--- config.mk ---
export PLATFORM = sky130hd
export DESIGN_NAME = rv32i_mc_controller_v2
export DESIGN_NICKNAME = d
export VERILOG_FILES = /design/src/rtl/rv32i_pkg.sv /design/src/rtl/ALUDecoder.sv /design/src/rtl/rv32_branch_eval.sv /design/src/rtl/rv32i_mc_controller_v2.sv
export SDC_FILE = /design/constraint.sdc
export NUM_CORES = 1
export LEC_CHECK = 0
export BUFFER_PORTS_ARGS = -buffer_cell sky130_fd_sc_hd__buf_4
export CAP_MARGIN = 10
export CORE_MARGIN = 5
export CORE_UTILIZATION = 43
export DETAILED_ROUTE_END_ITERATION = 10
export PLACE_DENSITY = 0.85
export SLEW_MARGIN = 0
export SYNTH_ARGS = -nofsm -noshare
export SYNTH_HDL_FRONTEND = slang
export SYNTH_HIERARCHICAL = 1
export SYNTH_SLANG_ARGS = --single-unit
--- constraint.sdc ---
create_clock -name clk -period 2.8 [get_ports clk]
set_input_delay 0.42 -clock clk [delete_from_list [all_inputs] [get_ports clk]]
set_output_delay 0.42 -clock clk [all_outputs]
set_load 0.02 [all_outputs]
--- src/rtl/rv32i_pkg.sv ---
// Shared RV32I control definitions: opcodes, controller states, ALU operation
// codes and the datapath select encodings driven by the multicycle controller.
package rv32i_pkg;

    localparam logic [6:0] OP_LOAD   = 7'b0000011;
    localparam logic [6:0] OP_STORE  = 7'b0100011;
    localparam logic [6:0] OP_OP     = 7'b0110011;
    localparam logic [6:0] OP_IMM    = 7'b0010011;
    localparam logic [6:0] OP_JAL    = 7'b1101111;
    localparam logic [6:0] OP_JALR   = 7'b1100111;
    localparam logic [6:0] OP_LUI    = 7'b0110111;
    localparam logic [6:0] OP_AUIPC  = 7'b0010111;
    localparam logic [6:0] OP_BRANCH = 7'b1100011;

    typedef enum logic [3:0] {
        S_FETCH     = 4'd0,
        S_DECODE    = 4'd1,
        S_MEM_ADDR  = 4'd2,
        S_MEM_READ  = 4'd3,
        S_MEM_WB    = 4'd4,
        S_MEM_WRITE = 4'd5,
        S_EXEC_R    = 4'd6,
        S_EXEC_I    = 4'd7,
        S_ALU_WB    = 4'd8,
        S_JAL       = 4'd9,
        S_JALR_ADDR = 4'd10,
        S_JALR      = 4'd11,
        S_LUI       = 4'd12,
        S_BRANCH    = 4'd13,
        S_TRAP      = 4'd14
    } ctrl_state_t;

    localparam logic [1:0] ALUOP_ADD   = 2'b00;
    localparam logic [1:0] ALUOP_SUB   = 2'b01;
    localparam logic [1:0] ALUOP_FUNCT = 2'b10;

    localparam logic [1:0] RES_ALUOUT = 2'b00;
    localparam logic [1:0] RES_MEM    = 2'b01;
    localparam logic [1:0] RES_ALURES = 2'b10;

    localparam logic [1:0] SRCA_PC    = 2'b00;
    localparam logic [1:0] SRCA_OLDPC = 2'b01;
    localparam logic [1:0] SRCA_RS1   = 2'b10;
    localparam logic [1:0] SRCA_ZERO  = 2'b11;

    localparam logic [1:0] SRCB_RS2  = 2'b00;
    localparam logic [1:0] SRCB_IMM  = 2'b01;
    localparam logic [1:0] SRCB_FOUR = 2'b10;

    localparam logic [3:0] ALU_ADD  = 4'd0;
    localparam logic [3:0] ALU_SUB  = 4'd1;
    localparam logic [3:0] ALU_AND  = 4'd2;
    localparam logic [3:0] ALU_OR   = 4'd3;
    localparam logic [3:0] ALU_XOR  = 4'd4;
    localparam logic [3:0] ALU_SLT  = 4'd5;
    localparam logic [3:0] ALU_SLTU = 4'd6;
    localparam logic [3:0] ALU_SLL  = 4'd7;
    localparam logic [3:0] ALU_SRL  = 4'd8;
    localparam logic [3:0] ALU_SRA  = 4'd9;

endpackage

--- src/rtl/ALUDecoder.sv ---
// Maps the controller's ALUop and instruction fields to an ALU operation code.
module ALUDecoder
    import rv32i_pkg::*;
#(
    parameter int W = 4
) (
    input  logic [1:0]   alu_op,
    input  logic [2:0]   funct3,
    input  logic         op5,
    input  logic         funct7b5,
    output logic [W-1:0] alu_control
);
    logic [3:0] code;

    always_comb begin
        code = ALU_ADD;
        case (alu_op)
            ALUOP_SUB: code = ALU_SUB;
            ALUOP_FUNCT: begin
                case (funct3)
                    // Only register-register ops (op5=1) can select subtract.
                    3'b000:  code = (op5 && funct7b5) ? ALU_SUB : ALU_ADD;
                    3'b001:  code = ALU_SLL;
                    3'b010:  code = ALU_SLT;
                    3'b011:  code = ALU_SLTU;
                    3'b100:  code = ALU_XOR;
                    3'b101:  code = funct7b5 ? ALU_SRA : ALU_SRL;
                    3'b110:  code = ALU_OR;
                    default: code = ALU_AND;
                endcase
            end
            default: code = ALU_ADD;
        endcase
    end

    assign alu_control = W'(code);
endmodule

--- src/rtl/rv32_branch_eval.sv ---
// Branch condition evaluation from the flags of rs1 - rs2.
// carry=1 means no borrow, so carry=0 is the unsigned less-than case.
module rv32_branch_eval #(
    parameter int USE_OVF = 1
) (
    input  logic [2:0] funct3,
    input  logic       zero,
    input  logic       negative,
    input  logic       overflow,
    input  logic       carry,
    output logic       taken
);
    logic lt;

    assign lt = negative ^ ((USE_OVF != 0) ? overflow : 1'b0);

    always_comb begin
        taken = 1'b0;
        case (funct3)
            3'b000:  taken = zero;
            3'b001:  taken = !zero;
            3'b100:  taken = lt;
            3'b101:  taken = !lt;
            3'b110:  taken = !carry;
            3'b111:  taken = carry;
            default: taken = 1'b0;
        endcase
    end
endmodule

--- src/rtl/rv32i_mc_controller_v2.sv ---
// Multicycle RV32I control FSM: decodes the instruction register and drives the
// shared datapath selects/strobes, with memory handshake and illegal-opcode trap.
module rv32i_mc_controller_v2
    import rv32i_pkg::*;
#(
    parameter int HAS_MEM_HANDSHAKE = 1,
    parameter int BRANCH_USE_OVF    = 1,
    parameter int TRAP_ON_ILLEGAL   = 1,
    parameter int ALUCTRL_W         = 4
) (
    input  logic                 clk,
    input  logic                 reset,
    input  logic [31:0]          instruction,
    input  logic                 zero,
    input  logic                 negative,
    input  logic                 overflow,
    input  logic                 carry,
    input  logic                 mem_ready,
    output logic                 pc_write,
    output logic                 AdrSrc,
    output logic                 MemWrite,
    output logic                 IRWrite,
    output logic                 RegWrite,
    output logic                 mem_req,
    output logic [1:0]           ResultSrc,
    output logic [1:0]           ALUSrca,
    output logic [1:0]           ALUSrcb,
    output logic [ALUCTRL_W-1:0] ALUControl,
    output logic [1:0]           mem_size,
    output logic                 mem_unsigned,
    output logic                 illegal,
    output logic [3:0]           state
);
    ctrl_state_t cur, nxt;
    logic [6:0]  opcode;
    logic [2:0]  funct3;
    logic [1:0]  alu_op;
    logic        rdy;
    logic        taken;
    logic        unused_ir;

    assign opcode    = instruction[6:0];
    assign funct3    = instruction[14:12];
    assign rdy       = (HAS_MEM_HANDSHAKE != 0) ? mem_ready : 1'b1;
    assign state     = cur;
    assign unused_ir = ^{instruction[31], instruction[29:15], instruction[11:7]};

    rv32_branch_eval #(.USE_OVF(BRANCH_USE_OVF)) u_branch (
        .funct3  (funct3),
        .zero    (zero),
        .negative(negative),
        .overflow(overflow),
        .carry   (carry),
        .taken   (taken)
    );

    ALUDecoder #(.W(ALUCTRL_W)) u_alu_dec (
        .alu_op     (alu_op),
        .funct3     (funct3),
        .op5        (instruction[5]),
        .funct7b5   (instruction[30]),
        .alu_control(ALUControl)
    );

    always_ff @(posedge clk or negedge reset) begin
        if (!reset) cur <= S_FETCH;
        else        cur <= nxt;
    end

    always_comb begin
        nxt          = cur;
        pc_write     = 1'b0;
        AdrSrc       = 1'b0;
        MemWrite     = 1'b0;
        IRWrite      = 1'b0;
        RegWrite     = 1'b0;
        mem_req      = 1'b0;
        ResultSrc    = RES_ALUOUT;
        ALUSrca      = SRCA_PC;
        ALUSrcb      = SRCB_RS2;
        alu_op       = ALUOP_ADD;
        mem_size     = 2'b00;
        mem_unsigned = 1'b0;
        illegal      = 1'b0;
        case (cur)
            S_FETCH: begin
                mem_req   = 1'b1;
                ALUSrcb   = SRCB_FOUR;
                ResultSrc = RES_ALURES;
                IRWrite   = rdy;
                pc_write  = rdy;
                if (rdy) nxt = S_DECODE;
            end
            S_DECODE: begin
                // ALUOut <= oldPC + imm serves AUIPC, JAL and branch targets
                ALUSrca = SRCA_OLDPC;
                ALUSrcb = SRCB_IMM;
                case (opcode)
                    OP_LOAD, OP_STORE: nxt = S_MEM_ADDR;
                    OP_OP:             nxt = S_EXEC_R;
                    OP_IMM:            nxt = S_EXEC_I;
                    OP_JAL:            nxt = S_JAL;
                    OP_JALR:           nxt = S_JALR_ADDR;
                    OP_LUI:            nxt = S_LUI;
                    OP_AUIPC:          nxt = S_ALU_WB;
                    OP_BRANCH:         nxt = S_BRANCH;
                    default:           nxt = S_TRAP;
                endcase
            end
            S_MEM_ADDR: begin
                ALUSrca  = SRCA_RS1;
                ALUSrcb  = SRCB_IMM;
                mem_size = funct3[1:0];
                nxt      = (opcode == OP_LOAD) ? S_MEM_READ : S_MEM_WRITE;
            end
            S_MEM_READ: begin
                mem_req      = 1'b1;
                AdrSrc       = 1'b1;
                mem_size     = funct3[1:0];
                mem_unsigned = funct3[2];
                if (rdy) nxt = S_MEM_WB;
            end
            S_MEM_WB: begin
                ResultSrc = RES_MEM;
                RegWrite  = 1'b1;
                mem_size  = funct3[1:0];
                nxt       = S_FETCH;
            end
            S_MEM_WRITE: begin
                mem_req  = 1'b1;
                AdrSrc   = 1'b1;
                MemWrite = 1'b1;
                mem_size = funct3[1:0];
                if (rdy) nxt = S_FETCH;
            end
            S_EXEC_R: begin
                ALUSrca = SRCA_RS1;
                ALUSrcb = SRCB_RS2;
                alu_op  = ALUOP_FUNCT;
                nxt     = S_ALU_WB;
            end
            S_EXEC_I: begin
                ALUSrca = SRCA_RS1;
                ALUSrcb = SRCB_IMM;
                alu_op  = ALUOP_FUNCT;
                nxt     = S_ALU_WB;
            end
            S_LUI: begin
                ALUSrca = SRCA_ZERO;
                ALUSrcb = SRCB_IMM;
                nxt     = S_ALU_WB;
            end
            S_JAL, S_JALR: begin
                // PC takes the target held in ALUOut while ALU computes oldPC+4
                ALUSrca   = SRCA_OLDPC;
                ALUSrcb   = SRCB_FOUR;
                ResultSrc = RES_ALUOUT;
                pc_write  = 1'b1;
                nxt       = S_ALU_WB;
            end
            S_JALR_ADDR: begin
                ALUSrca = SRCA_RS1;
                ALUSrcb = SRCB_IMM;
                nxt     = S_JALR;
            end
            S_ALU_WB: begin
                ResultSrc = RES_ALUOUT;
                RegWrite  = 1'b1;
                nxt       = S_FETCH;
            end
            S_BRANCH: begin
                ALUSrca   = SRCA_RS1;
                ALUSrcb   = SRCB_RS2;
                alu_op    = ALUOP_SUB;
                ResultSrc = RES_ALUOUT;
                pc_write  = taken;
                nxt       = S_FETCH;
            end
            S_TRAP: begin
                illegal = 1'b1;
                if (TRAP_ON_ILLEGAL == 0) nxt = S_FETCH;
            end
            default: nxt = S_FETCH;
        endcase
    end
endmodule

# Word level (Yosys, flattened, before mapping)
# Index checks and enable logic that the tools add are counted.
# W data, S select, Z words.
# word_totals
elab_cells	81
input_bits	39
reg_bits	4
out_inout_bits	24
# classes
reduce_logical	19
n_mux	24
eq_ne	35
bitwise	2
# ops
cell	count
$pmux W4 S8	2
$eq A4 B4 Y1 const B	7
$pmux W4 S7	1
$eq A7 B6 Y1 const B	3
$eq A7 B7 Y1 const B	3
$eq A4 B3 Y1 const B	4
$reduce_or A5 Y1	3
$eq A7 B5 Y1 const B	2
$eq A3 B3 Y1 const B	4
$mux W4	3
$pmux W2 S2	3
$reduce_or A2 Y1	5
$mux W1	9
$reduce_or A3 Y1	3
$eq A4 B2 Y1 const B	2
$pmux W4 S2	1
$eq A7 B2 Y1 const B	1
$eq A3 B2 Y1 const B	2
$ne A2 B2 Y1 const B	3
$pmux W1 S6	1
$pmux W2 S3	1
$eq A4 B1 Y1 const B	1
$logic_not A4 Y1	1
$reduce_and A4 Y1	1
12 further kinds	14

# Logic depth before layout (Yosys ltp)
# depth
depth_word	5
depth_mapped	8
mapped_depth_nobuf	7

# Cells and area by module
# Netlist, hierarchy kept.
# by_module_without_submodules
module	seq_area_each_um2	n_inst	area_each_um2	cells_per_inst
rv32i_mc_controller_v2	100.1	1	649.4	97
ALUDecoder	0.0	1	121.4	19
rv32_branch_eval	0.0	1	67.6	10

# Worst setup path after synthesis
# OpenSTA, ideal clock, no wires.
# synth_timing
path_kind	reg-to-output
from	register cur[2], in the netlist state[2]
to	output port ALUControl[3]
required_time_ns	2.380
path_buffers	2
slack_ns	0.339
path_stages_with_launch	7
arrival_time_ns	2.041
path_cell_list	dfrtp_1 -> buf_2 -> buf_2 -> and3_1 -> ha_1 -> nand2b_1 -> nor3_1
# synth_via
elab_chain_len	5
elab_cells_between_ends	8
cone_classes	eq/ne: 5; mux: 2; reduce/logical: 1
# synth_lines
element	line_no	rtl
from (decl)	rv32i_mc_controller_v2.sv:34	ctrl_state_t cur, nxt;
from (signal assigned)	rv32i_mc_controller_v2.sv:67	else cur <= nxt;
$eq A4 B3 Y1	rv32i_mc_controller_v2.sv:85	case (cur)
$reduce_or A2 Y1 (no source line)	--	
$pmux W2 S2 (*)	rv32i_mc_controller_v2.sv:85	
via alu_op[1]	rv32i_mc_controller_v2.sv:37	logic [1:0] alu_op;
$eq A2 B2 Y1 or $eq A2 B1 Y1 (tied branches)	ALUDecoder.sv:17	case (alu_op)
$pmux W4 S2 (*)	ALUDecoder.sv:17	
to (decl)	rv32i_mc_controller_v2.sv:28	output logic [ALUCTRL_W-1:0] ALUControl,
# Mark *: on every way through the listed nets, which the timed path passes. The rest lies on a longest branch.

# Final worst setup path
# layout_timing
from	register cur[1], in the netlist state[1]
to	output port ALUControl[3]
# Same word-level chain as after synthesis.

==> impl_metrics.ini <==
[clocking]
cts_resized = 0
cts_tree = done
cts-root-buf = clkbuf_4
cts-buffers-inserted = 3
clk-insertion-delay-late_ns = 0.23
cts_buffer_depth = 2
clk_pin_slew_ns = 0.03
cts.sinks = 4
htree_levels = 1

[die]
start_util_pct = 44.1
die-area_um2 = 2930
die_x_um = 54.2
die_y_um = 54.2
coreArea_um2 = 1900
num_io_pins = 63
placementRows = 16

[timing]
rsz0062_at_grt = false
max_freq_mhz = 421
maxSlewHeadroom_pct = 73.3
worstMarginPinSlew_ns = 0.397
setup_viol = 0
setup_tns_ns = 0
period_share_pct = 84.8
min_period_ns = 2.38
finalHoldViolations = 0
drv_slew = 0
finClkSkew_ns = 0.000910

[critical_path]
crit_fanout = 6
cpMostUsedCell = nand2b_1
regToRegSetupSlack_ns = 1.35
crit_path_max_incr_delay_ns = 0.37
ff2ff_path_depth = 4
critical_path_class = flip-flop to output port
worst_r2r_startpoint = state[3]
r2r-end = state[2]
crit_path_start_kind = flip-flop
crit_end = ALUControl[3]
cp.required_ns = 2.38
cp_slowest_cell = dfrtp_1
crit_chain = nand2b_1 > nor2_1 > inv_1 > ha_1 > nand2b_1 > nor3_1 > buf_4
end_kind = output port
arrival_ns = 1.96
cp-startpoint = state[1]

[power]
powerDensity_nw_per_um2 = 939
comb_power_share_pct = 84.2
ir_drop_v = 0.000467
internal_power_mw = 0.539
switching_share_pct = 53.1
finalPower_mw = 1.15
switchingPower_mw = 0.609
seqPwrFrac_pct = 9.8
leakagePower_nw = 0.578
p_clk_share_pct = 6.0

[global_routing]
grt_pass1_vias = 979
grt_usage_pct = 18.0
antenna_found_initial = 0
gr-total-overflow = 0
grt_max_degree = 23
grt_pass1_wl_mm = 4.02

[logic_synthesis]
synth_edf_count = 0
syn-instance-count = 126
synth_seq_cells = 4
synth.mux.area_fraction_pct = 1.34
synthArstFlopShare_pct = 100
syn_area_um2 = 838
seq_area_frac_synth_pct = 11.9
avgSynthCellArea_um2 = 6.65
synth_nets = 167
yosys.area_share.simple_pct = 41.2
synth-adder-area-share_pct = 2.99
yosys_most_used_dff = dfrtp_1
ys_warn_count = 6
synth_compound_area_share_pct = 29.4
ys_types = 45
synth_top_family_by_area = simple AND/OR/NAND/NOR gates
synth-xor-area-share_pct = 6.27

[drt]
vias = 1093
postRouteAntennaNets = 0
wl_per_cell_um = 12.7
drt_wl_total_mm = 2.51
avgViaCountPerCell = 5.55
drc = 0
drt_iter0_drc = 24
drtPass1Iterations = 4

[final_layout]
finalNetCount = 213
syn_to_final_growth_pct = 45.8
largest_register_ffs = 4
stdcell_area_um2 = 1220
mostFrequentLayoutCells = buf_4 (47), nor2_1 (16), nand2_1 (11), a21oi_1 (9), nor3_1 (8)
layout-drive-gt1-share_pct = 34.1
diodes = 0
final_common_cell = buf_4

[worst_hold_path]
hp-class = primary input to async pin

[placed_design]
routabilityCongestion = 0.874
place_area_um2 = 1190
place_hpwl_mm = 1.96
portBuffers = 41

[outcome]
status = finished clean

[run]
cap_violations = 0
worst min-delay path by stage:
stage	start	to	slack, ns
2_1_floorplan	reset	state[0]	0.12
3_3_place_gp	reset	state[0]	0.22
3_5_place_dp	reset	state[0]	0.22
4_1_cts	reset	state[2]	0.52
5_1_grt	reset	state[0]	0.54
6_report	reset	state[2]	0.54
logic make-up (layout without fill, tap and decap cells):
| logic type | Yosys count | count (layout) |
|---|---|---|
| compound gates | 35 | 35 |
| xor+xnor | 6 | 6 |
| fa+ha+maj | 2 | 2 |
| buf+inv | 13 | 57 |
| flops | 4 | 4 |
| mux | 1 | 1 |
| simple gates | 65 | 65 |
routing by layer:
metal | vias up | wire (um) | global-route usage (%)
met5 | - | 0 | 0
met4 | 0 | 17 | 7.47
met3 | 2 | 195 | 3.05
met2 | 37 | 1270 | 32.1
met1 | 506 | 1020 | 20.9
li1 | 548 | - | -
cells in the mapped netlist (all sizes together), types with 2 or more instances:
| master | instances | share of area (%) |
|---|---|---|
| inv | 6 | 2.7 |
| ha | 2 | 3.0 |
| nor3 | 8 | 4.8 |
| and2 | 2 | 1.5 |
| a21boi | 2 | 1.8 |
| nor2 | 16 | 7.2 |
| and3 | 5 | 3.7 |
| o21ai | 6 | 3.6 |
| nand3 | 3 | 1.8 |
| dfrtp | 4 | 12 |
| nand2b | 7 | 5.2 |
| buf | 7 | 4.2 |
| a21oi | 9 | 5.4 |
| or2 | 2 | 1.5 |
| and3b | 3 | 3.3 |
| nand2 | 11 | 4.9 |
| xnor2 | 3 | 3.1 |
| xor2 | 3 | 3.1 |
| nor2b | 2 | 1.5 |
| o22ai | 2 | 1.5 |
worst max-delay path, delay by kind of cell (launching register included):
family	cells	cell delay (ns)
AND/OR/NAND/NOR	4	0.82
buffers and inverters	2	0.23
flip-flops	1	0.37
adder cells (fa/ha/maj)	1	0.29
metrics by stage:
step	hold WS (ns)	setup WS, ns	std cells	utilization, %
6_report	0.537	0.425	197	64.3
5_1_grt	0.541	0.298	197	64.3
4_1_cts	0.521	0.404	197	64.3
3_5_place_dp	0.217	0.511	193	62.6
3_3_place_gp	0.216	0.539	193	62.6
2_1_floorplan	0.124	0.339	126	-
power by group through the flow:
| stage | registers (mW) | logic [mW] | clock network [mW] |
|---|---|---|---|
| after floorplan | 0.144 | 0.583 | 0 |
| after global placement | 0.111 | 0.937 | 0 |
| after detailed placement | 0.113 | 0.962 | 0 |
| after CTS | 0.113 | 0.966 | 0.0717 |
| after global routing | 0.118 | 1.04 | 0.0721 |
| final | 0.113 | 0.966 | 0.0685 |
repair_timing:
action,in CTS,in global routing
hold buffers,1,0
endpoints found under the hold margin,4,0
setup buffers,0,0
area by class of cell:
class | count | area [um2]
Clock buffer | 3 | 22.5
Fill cell | 188 | 679
Inverter | 6 | 22.5
Timing Repair Buffer | 48 | 363
Multi-Input combinational cell | 109 | 681
Sequential cell | 4 | 100
Tap cell | 27 | 33.8
Power figures use the tool's default switching activity.
